$ cat src/rtl/seq_chunk_adder.sv
// -----------------------------------------------------------------------------
// seq_chunk_adder
//   Multi-cycle add/subtract unit. Two WIDTH-bit operands are combined CHUNK
//   bits per clock, least-significant chunk first. The carry between chunks
//   is held in a register, so one operation takes NCYC = WIDTH/CHUNK cycles
//   behind a start/done handshake.
//
//   Optional feature macro: SEQ_ADD_OVF_EN
//     defined   -> port ovf exists and reports signed overflow of each result
//     undefined -> port ovf and its logic are absent
//
// Parameters
//   WIDTH  operand/result width (multiple of CHUNK)
//   CHUNK  bits processed per clock (1 <= CHUNK <= WIDTH)
//
// Ports
//   clk    in   rising-edge clock
//   rst_n  in   asynchronous reset, active low
//   start  in   request, sampled only while busy is low
//   sub    in   0: a+b+c_in   1: a-b-c_in (c_in is borrow-in)
//   a, b   in   operands, captured on the accepting edge
//   c_in   in   carry-in / borrow-in, captured on the accepting edge
//   busy   out  high while an operation is in progress
//   done   out  one-cycle pulse, result valid from this cycle
//   sum    out  result, held until the next done
//   c_out  out  carry out of the MSB (for subtraction 1 = no borrow)
//   ovf    out  signed overflow (only with SEQ_ADD_OVF_EN)
// -----------------------------------------------------------------------------
module seq_chunk_adder #(
  parameter int WIDTH = 32,
  parameter int CHUNK = 4
) (
  input  logic             clk,
  input  logic             rst_n,
  input  logic             start,
  input  logic             sub,
  input  logic [WIDTH-1:0] a,
  input  logic [WIDTH-1:0] b,
  input  logic             c_in,
  output logic             busy,
  output logic             done,
  output logic [WIDTH-1:0] sum,
  output logic             c_out
`ifdef SEQ_ADD_OVF_EN
  ,
  output logic             ovf
`endif
);

  localparam int NCYC  = WIDTH / CHUNK;
  localparam int CNT_W = (NCYC > 1) ? $clog2(NCYC) : 1;
  localparam logic [CNT_W-1:0] CNT_LAST = CNT_W'(NCYC - 1);
  localparam int MSB   = WIDTH - 1;

  typedef enum logic {
    S_IDLE = 1'b0,
    S_RUN  = 1'b1
  } state_t;

  state_t           state_q, state_d;
  logic [WIDTH-1:0] opa_q, opa_d;
  logic [WIDTH-1:0] opb_q, opb_d;
  logic [WIDTH-1:0] shadow_q, shadow_d;
  logic [WIDTH-1:0] sum_q, sum_d;
  logic             carry_q, carry_d;
  logic             cout_q, cout_d;
  logic             done_q, done_d;
  logic [CNT_W-1:0] cnt_q, cnt_d;
`ifdef SEQ_ADD_OVF_EN
  logic             ovf_q, ovf_d;
`endif

  // Operand chunks viewed as arrays so the active slice can be selected by cnt.
  logic [CHUNK-1:0] a_chunk [NCYC];
  logic [CHUNK-1:0] b_chunk [NCYC];

  genvar gi;
  generate
    for (gi = 0; gi < NCYC; gi++) begin : g_chunk
      assign a_chunk[gi] = opa_q[gi*CHUNK +: CHUNK];
      assign b_chunk[gi] = opb_q[gi*CHUNK +: CHUNK];
    end
  endgenerate

  logic [CHUNK-1:0] slice_a, slice_b, slice_part;
  logic             slice_cy;

  always_comb begin
    slice_a = '0;
    slice_b = '0;
    for (int k = 0; k < NCYC; k++) begin
      if (cnt_q == CNT_W'(k)) begin
        slice_a = a_chunk[k];
        slice_b = b_chunk[k];
      end
    end
  end

  // The only adder in the design: one CHUNK-wide ripple slice.
  assign {slice_cy, slice_part} = {1'b0, slice_a} + {1'b0, slice_b}
                                + {{CHUNK{1'b0}}, carry_q};

  always_comb begin
    state_d  = state_q;
    opa_d    = opa_q;
    opb_d    = opb_q;
    carry_d  = carry_q;
    cnt_d    = cnt_q;
    shadow_d = shadow_q;
    sum_d    = sum_q;
    cout_d   = cout_q;
    done_d   = 1'b0;
`ifdef SEQ_ADD_OVF_EN
    ovf_d    = ovf_q;
`endif
    case (state_q)
      S_IDLE: begin
        if (start) begin
          // Subtraction is a + ~b + ~borrow, so invert B and the carry once here.
          opa_d   = a;
          opb_d   = sub ? ~b : b;
          carry_d = sub ? ~c_in : c_in;
          cnt_d   = '0;
          state_d = S_RUN;
        end
      end
      S_RUN: begin
        for (int k = 0; k < NCYC; k++) begin
          if (cnt_q == CNT_W'(k)) begin
            shadow_d[k*CHUNK +: CHUNK] = slice_part;
          end
        end
        carry_d = slice_cy;
        cnt_d   = cnt_q + 1'b1;
        if (cnt_q == CNT_LAST) begin
          // shadow_d already holds the final slice, so the visible result is
          // updated in one step and never shows partial sums.
          sum_d   = shadow_d;
          cout_d  = slice_cy;
          done_d  = 1'b1;
          cnt_d   = '0;
          state_d = S_IDLE;
`ifdef SEQ_ADD_OVF_EN
          ovf_d   = (opa_q[MSB] == opb_q[MSB]) && (shadow_d[MSB] != opa_q[MSB]);
`endif
        end
      end
      default: state_d = S_IDLE;
    endcase
  end

  always_ff @(posedge clk or negedge rst_n) begin
    if (!rst_n) begin
      state_q  <= S_IDLE;
      opa_q    <= '0;
      opb_q    <= '0;
      carry_q  <= 1'b0;
      cnt_q    <= '0;
      shadow_q <= '0;
      sum_q    <= '0;
      cout_q   <= 1'b0;
      done_q   <= 1'b0;
`ifdef SEQ_ADD_OVF_EN
      ovf_q    <= 1'b0;
`endif
    end else begin
      state_q  <= state_d;
      opa_q    <= opa_d;
      opb_q    <= opb_d;
      carry_q  <= carry_d;
      cnt_q    <= cnt_d;
      shadow_q <= shadow_d;
      sum_q    <= sum_d;
      cout_q   <= cout_d;
      done_q   <= done_d;
`ifdef SEQ_ADD_OVF_EN
      ovf_q    <= ovf_d;
`endif
    end
  end

  assign busy  = (state_q == S_RUN);
  assign done  = done_q;
  assign sum   = sum_q;
  assign c_out = cout_q;
`ifdef SEQ_ADD_OVF_EN
  assign ovf   = ovf_q;
`endif

endmodule

$ cat config.mk
export PLATFORM = sky130hd
export DESIGN_NAME = seq_chunk_adder
export DESIGN_NICKNAME = d
export VERILOG_FILES = /design/src/rtl/seq_chunk_adder.sv
export SDC_FILE = /design/constraint.sdc
export NUM_CORES = 1
export LEC_CHECK = 0
export CORE_MARGIN = 3
export CORE_UTILIZATION = 46
export CTS_CLUSTER_DIAMETER = 60
export CTS_CLUSTER_SIZE = 28
export DETAILED_ROUTE_END_ITERATION = 8
export GPL_ROUTABILITY_DRIVEN = 0
export PLACE_DENSITY = 0.7
export SETUP_SLACK_MARGIN = 0.15
export SKIP_LAST_GASP = 1
export SLEW_MARGIN = 20
export SYNTH_ARGS = -nofsm -noshare
export SYNTH_HDL_FRONTEND = slang
export SYNTH_SLANG_ARGS = --single-unit
export TNS_END_PERCENT = 30
$ cat constraint.sdc
create_clock -name clk -period 5.5 [get_ports clk]
set_input_delay 0.55 -clock clk [delete_from_list [all_inputs] [get_ports clk]]
set_output_delay 0.55 -clock clk [all_outputs]
set_load 0.02 [all_outputs]
* Word level (Yosys, flattened, before mapping)
Cells that the tools add are included.
** Storage, ports and cells
- Register bits :: 135
- Bits of input ports :: 69
- Output and inout port bits :: 35
** Operators by class
- $add $sub $neg :: 3
- Equality and inequality tests :: 8
- Multiplexer cells :: 36
- Bitwise logic cells :: 3
- Reductions and logical operators :: 3
** Operator list (count)
- $mux 4 :: 24
- $mux 32 :: 1
- $not 32->32 :: 1
- $eq 3x3->1 const B :: 4
- $eq 3x2->1 const B :: 2
- $mux 1 :: 6
- $mux 3 :: 2
- $pmux 3 s2 :: 1
- $add 4x4->5 :: 1
- $add 5x1->5 :: 1
- $pmux 1 s2 :: 2
- $reduce_and 2->1 :: 2
- $add 3x1->3 const B :: 1
- $eq 3x1->1 const B :: 1
- $logic_not 3->1 :: 1
- $ne 2x2->1 const B :: 1
- $not 1->1 :: 2

* Logic depth before layout (Yosys ltp)
Gate-level depths: netlist of the first run.
- Depth after elaboration :: 12
- Depth in mapped cells :: 16
- Gate-level depth less buffers :: 13

* Least setup slack after synthesis of the first run
No wires, ideal clock.
- Path type :: reg-to-reg
- From :: register cnt_q[0]
- To :: register sum_q[14] (netlist: sum[14])
- Arrival :: 2957 ps
- Data required time :: 5367 ps
- Slack :: 2410 ps
- Cell stages (with the launch flop) :: 16
- Period minus slack after synthesis :: 3090 ps
- Path through :: dfrtp_1 ha_1 ha_1 buf_4 buf_4 nand2_1 a32oi_1 o31ai_1 fa_1 inv_1 fa_1 xnor2_1 buf_4 nand2_1 o21ai_0 o21ai_0
** On the way
- Longest elaborated chain between the ends :: 12
- Elaborated cells on any way between the ends :: 28
- Classes of those cells :: add/sub (2); eq/ne (7); mux (17); reduce/logical (2)
** Ends and longest elaborated chain
- start: declaration :: line 68 : logic [CNT_W-1:0] cnt_q, cnt_d;
- start signal: assignment :: line 171 : cnt_q <= cnt_d;
- $logic_not 3->1 :: line 92 : if (cnt_q == CNT_W'(k)) begin
- $mux 4 (8 in series) :: line 92
- $add 4x4->5 :: line 100 : assign {slice_cy, slice_part} = {1'b0, slice_a} + {1'b0, slice_b}
- $add 5x1->5 :: line 101 : + {{CHUNK{1'b0}}, carry_q};
- $mux 4 :: line 129 : if (cnt_q == CNT_W'(k)) begin
- end signal: assignment :: line 173 : sum_q <= sum_d;
- end: declaration :: line 64 : logic [WIDTH-1:0] sum_q, sum_d;
Several ways; a longest one is shown, not always the timed one.
A chain may end at the register's enable or synchronous reset.

* Worst setup path in the final report of the first run
- From :: register cnt_q[2]
- To :: register sum_q[10] (netlist: sum[10])
Same word-level chain as after synthesis.

==> metrics list, run 1 <==
- Run status: finished, final reports clean
- CP endpoint kind: flop
- IR analysis of the VDD net gives a maximum drop of 425 µV.
- The mapped netlist covers approximately 0.0066 mm².
* Post-layout worst setup margin: between 1000 and 1500 ps
* Post-detailed-route wirelength per cell: 16.4 µm
* Top-level port count: between 100 and 150
- The first global-routing pass estimated between 20000 and 30000 µm of wire.
- Seq cells post-synth: around 130
- Pwr/cell area: around 700 mW/mm²
- The tree built by TritonCTS fans out to 131 sinks.
- Number of buffers created by CTS: 17
* Worst Path Arrival: between 4000 and 5000 ps
- Nature of the critical path startpoint: flop
- Crit path max fanout: 26
- Maximum clock insertion buffer count: 2
* Placement row count: 43
* Share of synthesized area occupied by flip-flops and latches: 0.494
* Final-layout setup total negative slack: 0 ps
- Counting the fill cells in the layout gives about 1.2k.
- Die Ht: around 130 µm
- In this run, placement finished with an instance count of a little over 900.
- Overflow after GRT: 0
- Final net count: 842
- The HPWL after detailed placement is 10900 µm.
- Each instance of the synthesized netlist takes up on average 9.65 µm².
- Top Family by Delay on Critical Path: adder cells
- Placement-stage cell area: about 0.0076 mm²
- The routed layout has roughly 5.3k vias.
- Transition at the pin with the smallest max-transition slack: between 1000 and 1500 ps
- Warning count from the yosys run: 0
- Resized cells post-CTS: 0
* Buffers inserted by post-CTS timing repair: 0
- Average vias per placed instance: 5.50
* Number of max-slew violations in the final report: 0
- Pin count of the biggest net entering global routing: slightly below 100
* Clock network power share: 0.208
* Non-Filler Cell Area, Final: approximately 0.0082 mm²
- Of the total power, registers draw 0.302.
* Count of distinct cell types in the synthesized netlist: 44
* Number of failing setup endpoints in the final timing report: 0
* Initial antenna violation count: 0
- Starting DRC count in detailed routing: 427
- Of the cells placed in the final design, the portion with a size suffix greater than 1 is 0.105.
- Total net switching power: 2.45 mW
- Yosys mapped a number of flops with a built-in enable equal to 0.
- Number of H-tree levels: 4
- In the synthesized netlist the dominant register cell turns out to be dfrtp_1.
- Upper clock frequency limit: approximately 230 MHz
* Net count of the mapped netlist: around 770
* Count of input and output buffers: around 100
* Global-route usage over all layers: 0.203
* Number of routed nets with antenna violations: 0
- Buf/Inv on CP: 3
- Cells along the critical path: inv_2, ha_1, nor2_1, and3_1, o31ai_1, fa_1, inv_1, fa_1, xnor2_1, buf_4, nor2_1, a21oi_1, o21ai_0
* Minimum clock period: 4260 ps
* Area of the placeable core: ~0.014 mm²
- Clock latency on the worst-skew pair, taken at its later pin, is just over 400 ps.
- The repair_antennas step left the layout with diodes totalling 0.
* Clock tree from TritonCTS: yes
* Critical Setup Path Class: flop to flop
* Switch share: 0.426
- Vias in the first global route: about 5.2k
- The final hold violation count was 0.
- Pre-Repair DR Iteration Count: 5
- Share of the cycle needed by the critical path after routing: 0.775
- For this configuration, the core starts out at a cell density of 0.474.
- Clock-pin slew reported for the worst setup and hold paths after clock tree synthesis: 60 ps
- Clock skew on the completed layout was measured at 11.7 ps.
- Path class of the lowest-slack min-delay path: input pin to async pin
- Post-synthesis to final-layout area growth: 24.0%
* Master of the slowest instance on the critical path: ha_1
- Cell at the root of the clock tree: clkbuf_16
- Internal Pwr Total: roughly 3.3 mW
* Unrepaired setup endpoints after global routing: no
* Die Footprint: ~0.016 mm²
- Across the run, the number of max-cap violations was 0.
- On the final layout, the worst hold slack is approximately 260 ps.
- Counting every instance in the synthesized netlist gives 687.
* Die X: 126 µm
- Longest individual stage delay on the worst path: slightly above 800 ps
- Before CTS, the worst setup slack after placement is ~1300 ps.
* Leakage power: about 3.5 nW
* Routed WL: approximately 16000 µm
- The number of hold buffers added after CTS was 0.
- Worst Path Required: between 5000 and 6000 ps
- Final Total Pwr: 5.76 mW
- Across all register-to-register paths, the minimum setup slack is 1240 ps.
- Post-route DRC: 0
* Core utilization of the finished layout: 0.588
- Measured against its own limit, the worst slew margin works out to 0.320.
- Of all flip-flops after synthesis, the portion carrying an async set or reset was 1.00.
- Excluding fillers, the count of instances in the completed layout stands at 954.
- Of the total power, combinational logic draws 0.490.
-- cell families after synthesis --
group           Yosys count  share of synthesized area
compound gates          167                      0.147
xor+xnor                 34                     0.0449
fa+ha+maj                11                     0.0230
buf+inv                  71                     0.0600
flops                   131                      0.494
mux                      45                     0.0753
simple gates            228                      0.155
-- metal layers --
layer	part of all wire	wire (µm)	GRT usage	vias to the layer above
li1	-	-	-	2501
met1	0.44	6960	0.272	2554
met2	0.49	7710	0.334	177
met3	0.053	825	0.0466	18
met4	0.010	161	0.0574	0
met5	0	0	0	-
-- Yosys cell counts, types with 2 or more instances --
master	n	area, µm²
a221oi_1	11	96.3
buf_4	14	105
nor3b_1	5	37.5
mux2i_1	6	60.1
and3_1	7	43.8
or3_1	5	31.3
mux2_2	39	439
o31ai_1	10	75.1
o32ai_1	3	26.3
nand2b_1	7	43.8
xnor2_1	29	254
clkbuf_1	13	48.8
nand3_1	18	90.1
xor2_1	5	43.8
buf_2	15	75.1
dfrtp_1	131	3280
nand2_2	2	12.5
a31oi_1	3	18.8
nor3_1	6	30.0
a21o_1	2	15.0
o221ai_1	4	35.0
a21oi_1	37	185
nand2_1	120	450
buf_6	8	90.1
nand4b_1	4	35.0
fa_1	2	40.0
nor2b_1	14	87.6
o21ai_0	84	420
nor2_1	36	135
inv_1	18	67.6
o211ai_1	7	52.6
inv_2	2	7.51
ha_1	9	113
-- state kept, by name (all words and copies together) (netlist names) --
signal	flops
carry_q	1
cnt_q	3
done	1
c_out	1
opa_q	32
busy	1
shadow_q	28
sum	32
opb_q	32
-- worst register-to-register path: cells and delay by family, from the launching register on --
kind                       cells  cell delay [ps]
adders and majority gates      3             1480
AOI/OAI and AO/OA              3              560
xor gates and xnor gates       1              170
and+or+nand+nor                3              680
buffers and inverters          3              590
DFF                            1              640
-- cell usage in the layout, fill, tap and decap left out, types with 6 or more instances in the layout --
master | synthesis | final
a21oi_1 | 37 | 37
mux2i_1 | 6 | 6
clkdlybuf4s50_1 | 0 | 101
nor2_1 | 36 | 36
nor2b_1 | 14 | 14
o31ai_1 | 10 | 10
nor3_1 | 6 | 6
inv_1 | 18 | 18
nand2b_1 | 7 | 6
a221oi_1 | 11 | 11
nand3_1 | 18 | 18
xnor2_1 | 29 | 29
clkbuf_16 | 0 | 17
and3_1 | 7 | 7
o21ai_0 | 84 | 84
ha_1 | 9 | 9
mux2_2 | 39 | 39
dfrtp_1 | 131 | 131
o211ai_1 | 7 | 7
nand2_1 | 120 | 120
-- area by class of cell --
cell class | instances | area [µm²] | share of cell area
timing repair buffer | 107 | 1050 | 0.128
clock buffer | 23 | 478 | 0.0581
tap | 180 | 225 | 0.0274
clock inverter | 8 | 150 | 0.0183
multi-input combinational | 485 | 2960 | 0.360
sequential | 131 | 3280 | 0.399
inverter | 20 | 75.1 | 0.00913
-- worst paths after layout --
check	start	to	cells after the start
hold / removal	rst_n	sum[4]$_DFFE_PN0P_	1
setup reg to reg	cnt_q[2]$_DFFE_PN0P_	sum[10]$_DFFE_PN0P_	13
min in group clk	shadow_q[23]$_DFFE_PN0P_	shadow_q[23]$_DFFE_PN0P_	2
setup / recovery	cnt_q[2]$_DFFE_PN0P_	sum[10]$_DFFE_PN0P_	13
max in group asynchronous	rst_n	opa_q[28]$_DFFE_PN0P_	2
hold reg to reg	shadow_q[23]$_DFFE_PN0P_	shadow_q[23]$_DFFE_PN0P_	2
-- power groups by stage --
stage               registers [mW]  logic [mW]  clock network (mW)
CTS                           1.74        2.83                1.22
global placement              1.73        2.72                   0
detailed placement            1.75        2.81                   0
finish                        1.74        2.82                1.20
floorplan                     1.76        1.94                   0
global route                  1.79        3.12                1.26
Power figures use the tool's default switching activity.
==> inputs of run 2 (changes only) <==
Clock period 5.5 ns to 4.1 ns, I/O delays scaled along.
==> metrics list, run 2 (synthesis results as in run 1) <==
* Run status: finished, final reports clean
- Top-level port count: 104 (unchanged)
* Number of max-slew violations in the final report: 0 (unchanged)
- The power spent charging and discharging nets was 3.26 mW (+33%).
- Global Route met2 Usage: 0.323 (-0.0110)
- The global routing stage identified its most utilized layer as met2.
- The antenna diode count is 0 (unchanged).
- The vias after detailed routing was 5215 (-0.67%).
- Global-route usage over all layers: 0.198 (-0.00513)
* Largest voltage drop on the vdd net: 668 µV (+57%)
* Number of endpoints with negative hold slack in the final report: 0 (unchanged)
* Overflow after GRT: 0 (unchanged)
* Number of buffers created by CTS: 17 (unchanged)
- Post-layout worst setup margin: 532 ps (-705 ps)
* Path class of the lowest-slack min-delay path: input pin to async pin
- The maximum operating frequency is 280 MHz (+19%).
- Combinational share of power: 0.501 (+0.011)
- Number of failing setup endpoints in the final timing report: 0 (unchanged)
- Count of input and output buffers: 103 (unchanged)
- The horizontal die dimension was 126 µm (unchanged).
* Clock sink count: 131 (unchanged)
* Leakage power: 3.57 nW (+0.78%)
* Final net count: 849 (+0.83%)
* Post-route DRC: 0 (unchanged)
- Maximum clock insertion buffer count: 2 (unchanged)
- Resized cells post-CTS: 0 (unchanged)
* Most common cell after layout, fill and taps aside: dfrtp_1
- The count of nets left with antenna violations after detail routing is 0 (unchanged).
- The final HPWL from detailed placement was 10900 µm (about the same).
- The first-pass iteration count of the detailed router is 4 (-1).
* Effective utilization at floorplan: 0.474 (unchanged)
- Pwr/cell area: 928 mW/mm² (+32%)
- STA classifies the critical path startpoint as a flop.
* Non-Filler Cell Area, Final: 0.00826 mm² (+0.46%)
- The part of the total power dissipated in the clock network came to 0.197 (-0.011).
- Vias in the first global route: 5163 (+0.058%)
* Transition at the pin with the smallest max-transition slack: 874 ps (-146 ps)
- The die span in y was 126 µm (unchanged).
- Number of H-tree levels: 4 (unchanged)
- The hold buffer count at cts came to 0 (unchanged).
* Clock-pin slew reported for the worst setup and hold paths after clock tree synthesis: 60 ps (about the same)
- The number of DRC violations after detailed-routing iteration 0 was 381 (-11%).
- Switch share: 0.425 (about the same)
- Clock insertion delay at the later pin of the skew report: 410 ps (about the same)
* Fraction of final layout cells sized beyond drive strength 1: 0.115 (+0.0104)
- Instance count after placement with tap cells included: 930 (+0.76%)
* Reg-to-Reg Start: cnt_q[0]$_DFFE_PN0P_
- The minimum hold slack came to 107 ps (-150 ps).
- The final sum of negative setup slack is 0 ps (unchanged).
* Buffers inserted by post-CTS timing repair: 0 (unchanged)
- Share of the cycle needed by the critical path after routing: 0.870 (+0.0952)
* Unrepaired setup endpoints after global routing: no
- The wire length of the first global-routing pass was 25600 µm (-1.7%).
- STA classifies the critical path endpoint as a flop.
- Sequential cell area in the final layout: 0.00328 mm² (unchanged)
- Final non-filler cell total: 962 (+0.84%)
- The library cells used most frequently in the layout, excluding fill and tap cells, are 131 x dfrtp_1, 120 x nand2_1, 101 x clkdlybuf4s50_1.
- The part of the total power dissipated in sequential elements came to 0.302 (about the same).
* Number of max-cap violations: 0 (unchanged)
- Placement row count: 43 (unchanged)
- The tree is rooted in a clkbuf_16.
* Worst Path Arrival: 3840 ps (-690 ps)
- Pin count of the biggest net entering global routing: 71 (-28%)
- Minimum clock period: 3570 ps (-695 ps)
- Worst Path Required: 4370 ps (-1400 ps)
* Die Footprint: 0.0159 mm² (unchanged)
- Multi-input gate area in the final layout: 0.00296 mm² (unchanged)
- The placeable core region was 0.0140 mm² (unchanged).
- The final wirelength was 15300 µm (-2.4%).
- Pre-CTS worst setup slack: 566 ps (-740 ps)
- The core utilization of the finished layout was 0.591 (+0.00268).
- The number of antenna violations at the first check in global routing is 0 (unchanged).
- Fill cell instance count of the final layout: 1217 (+0.16%)
- Crit path max fanout: 21 (-19%)
* Crit. Startpoint: cnt_q[0]$_DFFE_PN0P_
- The average via count per standard cell was 5.42 (-1.5%).
- The met1 track demand over resource in global routing came to 0.259 (-0.0130).
- Placement-stage cell area: 0.00766 mm² (+0.86%)
* Post-synthesis to final-layout area growth: 24.6%
- Critical Setup Path Class: flop to flop
- M3 GR Usage: 0.0547 (+0.00806)
- The internal power of the cells is 4.40 mW (+33%).
* Slew Limit Headroom: 0.417 (+0.0975)
* Clock tree from TritonCTS: yes
- Worst Clk Skew: 7.80 ps (-3.87 ps)
- Final Total Pwr: 7.66 mW (+33%)
- The detailed-route wire length per cell was 15.9 µm (-3.2%).
==> run 2: routing by layer <==
metal | vias up | wire length, µm | share of wire
met1 | 2511 | 6860 | 0.45
met4 | 0 | 164 | 0.011
li1 | 2519 | - | -
met3 | 19 | 915 | 0.060
met5 | - | 0 | 0
met2 | 166 | 7350 | 0.48
==> run 2: area by class of cell <==
type,instances,share of cell area
clock buffers,24,0.0607
clock inverters,8,0.0120
inverters,20,0.00909
multi-input cells,485,0.359
flip-flops and latches,131,0.397
well taps,180,0.0273
repair buffers,114,0.135
==> run 2: final timing paths <==
kind | to | slack (ps) | depth (start not counted)
setup reg to reg | sum[22]$_DFFE_PN0P_ | 530 | 13
setup / recovery | sum[22]$_DFFE_PN0P_ | 530 | 13
hold reg to reg | shadow_q[11]$_DFFE_PN0P_ | 470 | 2
max in group asynchronous | opa_q[19]$_DFFE_PN0P_ | 3180 | 2
min in group clk | shadow_q[11]$_DFFE_PN0P_ | 470 | 2
hold / removal | sum[0]$_DFFE_PN0P_ | 110 | 1
==> run 2: power by group through the flow <==
stage / registers, mW / logic, mW / clock network [mW]
after floorplan: 2.36 / 2.61 / 0
after CTS: 2.31 / 3.84 / 1.53
after global placement: 2.31 / 3.73 / 0
after global routing: 2.38 / 4.23 / 1.59
final: 2.31 / 3.84 / 1.51
after detailed placement: 2.33 / 3.82 / 0
==> run 2: worst max-delay path: stages, from the launching register on <==
cell and delay (ps):
dfrtp_1 400, inv_1 100, ha_1 590, nor2_1 280, and3_1 260, o31ai_1 330, fa_1 250, inv_1 50
fa_1 400, xnor2_1 170, buf_4 230, nor2_1 80, a21oi_1 160, o21ai_0 90
==> inputs of run 3 (changes only) <==
Settings changed: GPL_ROUTABILITY_DRIVEN 0 to default.
==> results of run 3 <==
Same layout as run 2: the final DEF is identical, and so are final timing and power.
